$ cat src/rtl/demux_scan_pkg.sv
// Shared types and constants for the demux scan sequencer.
package demux_scan_pkg;

    localparam int NUM_CH = 8;
    localparam int SEL_W  = 3;

    typedef enum logic [1:0] {
        IDLE = 2'd0,
        SCAN = 2'd1,
        DONE = 2'd2
    } state_t;

endpackage

$ cat src/rtl/demux_next_ch.sv
// Combinational channel finder: next higher enabled channel after cur,
// and the lowest enabled channel.
module demux_next_ch
    import demux_scan_pkg::*;
(
    input  logic [NUM_CH-1:0] mask,
    input  logic [SEL_W-1:0]  cur,
    output logic [SEL_W-1:0]  nxt,
    output logic              has_nxt,
    output logic [SEL_W-1:0]  first
);

    always_comb begin
        nxt     = '0;
        has_nxt = 1'b0;
        first   = '0;
        // Walk downward so the lowest qualifying bit is the last one written.
        for (int i = NUM_CH - 1; i >= 0; i--) begin
            if (mask[i]) begin
                first = SEL_W'(i);
                if (i > int'(cur)) begin
                    nxt     = SEL_W'(i);
                    has_nxt = 1'b1;
                end
            end
        end
    end

endmodule

$ cat src/rtl/demux_scan_ctrl.sv
// Scan sequencer for the 1-to-8 demux: dwells on each enabled channel and routes din to it.
// Define DEMUX_SCAN_CONT_EN for continuous (wrap-around) scanning that ends only on stop.
module demux_scan_ctrl
    import demux_scan_pkg::*;
#(
    parameter int DW_W = 8
) (
    input  logic              clk,
    input  logic              rst,
    input  logic              start,
    input  logic              stop,
    input  logic [NUM_CH-1:0] ch_mask,
    input  logic [DW_W-1:0]   dwell,
    input  logic              din,
    output logic [SEL_W-1:0]  sel,
    output logic [NUM_CH-1:0] out,
    output logic              busy,
    output logic              done
);

    state_t              state;
    logic [NUM_CH-1:0]   mask_l;
    logic [DW_W-1:0]     dwell_l;
    logic [DW_W-1:0]     cnt;
    logic [NUM_CH-1:0]   mask_q;
    logic [SEL_W-1:0]    nxt;
    logic                has_nxt;
    logic [SEL_W-1:0]    first;

    // In IDLE the finder looks at the live mask to pick the starting channel;
    // during a scan it only ever sees the latched copy.
    assign mask_q = (state == SCAN) ? mask_l : ch_mask;

    demux_next_ch u_next (
        .mask    (mask_q),
        .cur     (sel),
        .nxt     (nxt),
        .has_nxt (has_nxt),
        .first   (first)
    );

    always_ff @(posedge clk) begin
        if (rst) begin
            state   <= IDLE;
            sel     <= '0;
            out     <= '0;
            busy    <= 1'b0;
            done    <= 1'b0;
            mask_l  <= '0;
            dwell_l <= '0;
            cnt     <= '0;
        end else begin
            case (state)
                IDLE: begin
                    done <= 1'b0;
                    busy <= 1'b0;
                    out  <= '0;
                    if (start && (ch_mask != '0)) begin
                        mask_l  <= ch_mask;
                        dwell_l <= (dwell == '0) ? DW_W'(1) : dwell;
                        sel     <= first;
                        cnt     <= '0;
                        out     <= NUM_CH'(din) << first;
                        busy    <= 1'b1;
                        state   <= SCAN;
                    end
                end
                SCAN: begin
                    if (stop) begin
                        out   <= '0;
                        busy  <= 1'b0;
                        done  <= 1'b1;
                        state <= DONE;
                    end else if (cnt == dwell_l - DW_W'(1)) begin
                        cnt <= '0;
                        if (has_nxt) begin
                            sel <= nxt;
                            out <= NUM_CH'(din) << nxt;
                        end else begin
`ifdef DEMUX_SCAN_CONT_EN
                            sel <= first;
                            out <= NUM_CH'(din) << first;
`else
                            out   <= '0;
                            busy  <= 1'b0;
                            done  <= 1'b1;
                            state <= DONE;
`endif
                        end
                    end else begin
                        cnt <= cnt + DW_W'(1);
                        out <= NUM_CH'(din) << sel;
                    end
                end
                DONE: begin
                    done  <= 1'b0;
                    state <= IDLE;
                end
                default: state <= IDLE;
            endcase
        end
    end

endmodule
$ cat config.mk
export PLATFORM = sky130hd
export DESIGN_NAME = demux_scan_ctrl
export DESIGN_NICKNAME = d
export VERILOG_FILES = /design/src/rtl/demux_scan_pkg.sv /design/src/rtl/demux_next_ch.sv /design/src/rtl/demux_scan_ctrl.sv
export SDC_FILE = /design/constraint.sdc
export NUM_CORES = 1
export LEC_CHECK = 0
export CAP_MARGIN = 10
export CORE_ASPECT_RATIO = 0.7
export CORE_MARGIN = 3
export CORE_UTILIZATION = 45
export CTS_CLUSTER_DIAMETER = 150
export CTS_CLUSTER_SIZE = 8
export DETAILED_ROUTE_END_ITERATION = 8
export GPL_TIMING_DRIVEN = 0
export PLACE_DENSITY = 0.73
export RECOVER_POWER = 25
export SLEW_MARGIN = 20
export SYNTH_ARGS = -nofsm -noshare
export SYNTH_HDL_FRONTEND = slang
export SYNTH_HIERARCHICAL = 1
export SYNTH_SLANG_ARGS = --single-unit
$ cat constraint.sdc
create_clock -name clk -period 3.44 [get_ports clk]
set_input_delay 0.516 -clock clk [delete_from_list [all_inputs] [get_ports clk]]
set_output_delay 0.516 -clock clk [all_outputs]
set_load 0.005 [all_outputs]
### Word-level counts from Yosys, hierarchy flattened

Cells that the tools add are included.

* flip-flop bits (word level): 39
* input port bits: 21
* output and inout port bits: 13
* logic and storage cells: 108

* add/subtract/negate cells: 2
* magnitude comparators: 7
* equal/unequal tests: 9
* shift operators: 3
* muxes and demuxes: 66
* reductions and logical operators: 13

Operators by type and width (count)
* 3-bit 2-to-1 mux: 26
* 8-bit 2-to-1 mux: 9
* 8-bit case mux with 2 select lines: 2
* 1-bit by 3-bit << shifter with 8-bit output: 3
* 1-bit 2-to-1 mux: 21
* 3-bit > comparator (first input constant): 4
* 3-bit AND reduction: 4
* 8-bit by 1-bit adder with 8-bit output (second input constant): 1
* 8-bit == test: 1
* 8-bit logical NOT: 1
* 2-bit 2-to-1 mux: 4
* 8-bit nonzero test: 1
* 8-bit by 1-bit subtractor with 8-bit output (second input constant): 1
* 2-bit by 3-bit > comparator with 1-bit output (first input constant): 2
* 2-bit inequality test (second input constant): 3
* 3-bit case mux with 2 select lines: 1
* 5-bit AND reduction: 1
* 1-bit case mux with 2 select lines: 2
* 2-bit case mux with 2 select lines: 1
* 2-bit nonzero test: 2
* 1-bit by 3-bit > comparator with 1-bit output (first input constant): 1
* 3-bit by 2-bit inequality test with 1-bit output (second input constant): 1
* 3-bit inequality test (second input constant): 1
* 2-bit by 1-bit == test with 1-bit output (second input constant): 1
* other kinds (6): 6

### Longest topological paths before layout

* depth in word-level cells: 20
* gate-level depth with buffers: 12
* depth with buffers taken out: 10

### Hierarchy

Netlist, hierarchy kept.

Modules (own cells, without submodules)
* demux_scan_ctrl: instances 1, cells each 283, area an instance 2319.7 um^2, sequential area each 780.7 um^2
* demux_next_ch: instances 1, cells each 38, area an instance 220.2 um^2, sequential area each 0.0 um^2

### Least setup slack after synthesis

Ideal clock, no wire load.

* path kind: register -> register
* from: register state[1]
* to: register out[1]
* library setup time: 144 ps
* arrival: 2720 ps
* required time: 3296 ps
* path slack: 577 ps
* stages on the path, launching flop included: 10
* buffers on the path: 1
* period minus slack after synthesis: 2863 ps
* cell sequence: dfxtp_1 nand2b_1 buf_1 mux2_2 or4_1 a31oi_1 nand2b_1 nor3b_1 a311oi_1 a221oi_1

* elaborated cells between the ends (all ways): 45
* those cells by class: eq/ne: 1; shift: 2; mux: 40; reduce/logical: 2

RTL lines
* start: declaration: RTL line demux_scan_ctrl.sv:21 `state_t state;`
* start signal: assignment: RTL line demux_scan_ctrl.sv:44 `state <= IDLE;`
* start signal: assignment: RTL line demux_scan_ctrl.sv:65 `state <= SCAN;`
* start signal: assignment: RTL line demux_scan_ctrl.sv:73 `state <= DONE;`
* 2-bit by 1-bit == test with 1-bit output: RTL line demux_scan_ctrl.sv:32 `assign mask_q = (state == SCAN) ? mask_l : ch_mask;`
* 8-bit 2-to-1 mux: RTL line demux_scan_ctrl.sv:32
* via mask_q[1]: RTL line demux_scan_ctrl.sv:25 `logic [NUM_CH-1:0] mask_q;`
* 3-bit 2-to-1 mux (2 in a row): RTL line demux_next_ch.sv:19 `if (mask[i]) begin`
* via first[2]: RTL line demux_scan_ctrl.sv:28 `logic [SEL_W-1:0] first;`
* 1-bit by 3-bit << shifter with 8-bit output: RTL line demux_scan_ctrl.sv:63 `out <= NUM_CH'(din) << first;`
* 8-bit 2-to-1 mux: RTL line demux_scan_ctrl.sv:58 `if (start && (ch_mask != '0)) begin`
* 8-bit case mux with 2 select lines: RTL line demux_scan_ctrl.sv:53 `case (state)`
* end signal: assignment: RTL line demux_scan_ctrl.sv:63
* end signal: assignment: RTL line demux_scan_ctrl.sv:78 `out <= NUM_CH'(din) << nxt;`
* end signal: assignment: RTL line demux_scan_ctrl.sv:92 `out <= NUM_CH'(din) << sel;`
* end: declaration: RTL line demux_scan_ctrl.sv:16 `output logic [NUM_CH-1:0] out,`

The timed path passes the listed nets, and every way through them passes these cells.
A chain may end at the register's enable or synchronous reset.

### Worst setup path after layout

* from: register state[1]
* to: register out[2]

* elaborated cells between the ends (all ways): 45
* those cells by class: eq/ne: 1; shift: 2; mux: 40; reduce/logical: 2

RTL lines
* 2-bit by 1-bit == test with 1-bit output (*): RTL line demux_scan_ctrl.sv:32
* 8-bit 2-to-1 mux (*): RTL line demux_scan_ctrl.sv:32
* via mask_q[6]: RTL line demux_scan_ctrl.sv:25
* 3-bit 2-to-1 mux (*): RTL line demux_next_ch.sv:19
* 3-bit 2-to-1 mux: RTL line demux_next_ch.sv:21 `if (i > int'(cur)) begin`
* 3-bit 2-to-1 mux (*): RTL line demux_next_ch.sv:19
* 3-bit 2-to-1 mux: RTL line demux_next_ch.sv:21
* 3-bit 2-to-1 mux (*): RTL line demux_next_ch.sv:19
* (+4 left out)
* 3-bit 2-to-1 mux: RTL line demux_next_ch.sv:21
* 3-bit 2-to-1 mux (*): RTL line demux_next_ch.sv:19
* via nxt[0]: RTL line demux_scan_ctrl.sv:26 `logic [SEL_W-1:0] nxt;`
* 1-bit by 3-bit << shifter with 8-bit output (*): RTL line demux_scan_ctrl.sv:78
* 8-bit 2-to-1 mux (*): RTL line demux_scan_ctrl.sv:76 `if (has_nxt) begin`
* 8-bit 2-to-1 mux (*): RTL line demux_scan_ctrl.sv:74 `end else if (cnt == dwell_l - DW_W'(1)) begin`
* 8-bit 2-to-1 mux (*): RTL line demux_scan_ctrl.sv:69 `if (stop) begin`
* 8-bit case mux with 2 select lines (*): RTL line demux_scan_ctrl.sv:53

Mark *: on every way through the listed nets, which the timed path passes. The rest lies on a longest branch.

==> qor.yml <==
run_status:
  status: "finished, final reports clean"
synth:
  synth-seq-area-share_pct: 30.7
  syn_inst: 321
  syn_area_sq_um: 2540
  ys_warn_count: 6
  ys_ff_latch: 39
  yosysUniqueCellTypes: 63
  synthFlopType: "dfxtp_1"
  syn_nets: 344
  synth_edf_count: 0
  syn_avg_cell_area_sq_um: 7.91
  async_flop_share_pct: 0
timing:
  rsz0062_at_grt: "no"
  slew_viol_final: 0
  setup_violations: 0
  min_period_ns: 3.28
  fin_worst_skew_ns: 0.00597
  fin_tns_setup_ns: 0
  finalHoldViolations: 0
  worstMarginPinSlew_ns: 0.889
  relSlewSlack_pct: 40.3
  timing.fmax_mhz: 305
  period_share_pct: 95.4
place:
  port_buffers: 32
  gp_congestion: 0.901
  hpwlAfterDp_um: 4920
finish:
  drive_gt1_share_pct: 8.86
  layout.nets: 383
  layout_commonest_cell: "nand2_1"
  fillers: 513
  syn_to_final_growth_pct: 20.6
  utilization_pct: 57.4
  antenna_cells: 0
  final_cell_mix: "nand2_1 (48), dfxtp_1 (39), a21oi_1 (31)"
critical_path:
  cp.arrival_ns: 3.43
  path_class: "reg2reg"
  start_kind: "register"
  crit_required_ns: 3.59
  end_kind: "register"
  worstPathMaxFanout: 10
global_routing:
  antenna_found_initial: 0
  grt_use_total_pct: 21.0
  busiest_layer: "met1"
  grt_overflow_total: 0
  grt_pass1_vias: 2185
  use_met1_pct: 32.9
  grt_pass1_wl_um: 10800
  met3_usage_pct: 4.01
  met2_usage_pct: 29.4
  grt_max_degree: 14
route:
  wire_per_inst_um: 15.2
  drtIter0Drc: 200
  vias: 2498
  dr.pass1.iters: 5
  vias_per_cell: 5.77
  ant_nets: 0
  routed_wl_um: 6570
  remaining_drc_errors: 0
clock_network:
  cts_tree: "built"
  clkSinkCount: 39
  cts_buffers: 5
  holdBufCountCts: 0
  clockRootBuffer: "clkbuf_8"
  cts_max_level: 2
  cts_setup_buffers: 0
  cts_resized: 0
  clockBufferDepth: 2
  path_clk_slew_ns: 0.08
  clkLatencyLatePin_ns: 0.29
flow_run:
  max_cap_violations: 0
floorplan:
  rows: 22
  fp.dieW_um: 95.8
  die_h_um: 68.9
  start_util_pct: 47.6
  placeableCoreArea_sq_um: 5340
  io_pins: 34
  die_area_sq_um: 6600
power_and_ir_drop:
  p_total_w: 0.00119
  p_leak_nw: 1.12
  ir_worst_vdd_v: 0.000198
  power.density_nw_per_um2: 387
min_path:
  min_path_type: "reg2reg"
==> power breakdown <==
part / switching [W] / leakage (nW) / total (W) / internal [W]
registers: 0.0000316 / 0.319 / 0.000508 / 0.000476
clock network: 0.000164 / 0.0515 / 0.000347 / 0.000183
logic: 0.000188 / 0.748 / 0.000331 / 0.000143
==> kinds of logic after synthesis <==
kind of cell | count (synthesis) | share of synthesized area [%]
AND/OR/NAND/NOR | 144 | 31.3
AO/OA/AOI/OAI | 82 | 23.3
flip-flops | 39 | 30.7
buffers and inverters | 32 | 4.98
XOR/XNOR | 12 | 4.43
multiplexers | 10 | 4.34
adder cells (fa/ha/maj) | 2 | 0.985
==> sequential cells by signal, summed over array words and instances (netlist names) <==
register and count:
cnt 8, dwell_l 8, mask_l 8, out 8
sel 3, state 2, busy 1, done 1
==> critical path, stage by stage, from the launching register on <==
cell and delay, ns:
dfxtp_1 0.44, nand2b_1 0.25, clkbuf_2 0.31, mux2_2 0.40
a21boi_2 0.17, and3b_1 0.23, a21oi_1 0.05, o22ai_1 0.50
nor2b_1 0.15, nor2b_1 0.17, a311oi_1 0.33, a221oi_1 0.12
==> final cells by class <==
class	instances	area, sq um	share of cell area [%]
tap	72	90.1	2.94
sequential	39	781	25.5
inverter	15	56.3	1.84
multi-input combinational	250	1650	53.7
buffer	17	71.3	2.33
clock buffer	8	100	3.27
timing repair buffer	32	320	10.5
==> cell usage after synthesis, drive strengths merged (6+ instances only) <==
library cell | count | share of area [%]
dfxtp | 39 | 31
xor2 | 7 | 2.7
a21oi | 31 | 6.1
clkbuf | 11 | 1.6
nor3 | 13 | 3.2
mux2 | 8 | 3.5
nand2 | 48 | 7.1
nand4 | 6 | 1.5
nor2b | 8 | 2.0
o21ai | 7 | 1.4
or4 | 6 | 1.8
nor2 | 16 | 2.4
inv | 15 | 2.2
buf | 6 | 1.1
nand2b | 9 | 2.2
a221oi | 7 | 2.7
==> per-layer routing <==
layer,up-vias,wire length (um)
met4,0,38
met1,1150,3390
met3,4,460
met5,-,0
li1,1255,-
met2,89,2680
==> worst paths after layout <==
check	from	to	slack, ns	cells past startpoint
max	state[1]$_SDFFE_PP0P_	out[2]$_SDFFE_PP0P_	0.16	11
min	mask_l[1]$_SDFFE_PP0P_	mask_l[1]$_SDFFE_PP0P_	0.45	2
max reg2reg	state[1]$_SDFFE_PP0P_	out[2]$_SDFFE_PP0P_	0.16	11
min reg2reg	mask_l[1]$_SDFFE_PP0P_	mask_l[1]$_SDFFE_PP0P_	0.45	2
==> stage by stage <==
| step | setup slack [ns] | hold slack [ns] | cells | area, sq um |
|---|---|---|---|---|
| floorplan | 0.577 | 0.434 | 321 | 2540 |
| global placement | 0.0943 | 0.440 | 425 | 2950 |
| detailed placement | 0.0435 | 0.446 | 425 | 2950 |
| CTS | 0.0150 | 0.457 | 433 | 3050 |
| global route | 0.00955 | 0.475 | 433 | 3060 |
| finish | 0.159 | 0.452 | 433 | 3060 |
Note: power is estimated with default switching activity, not from simulation.
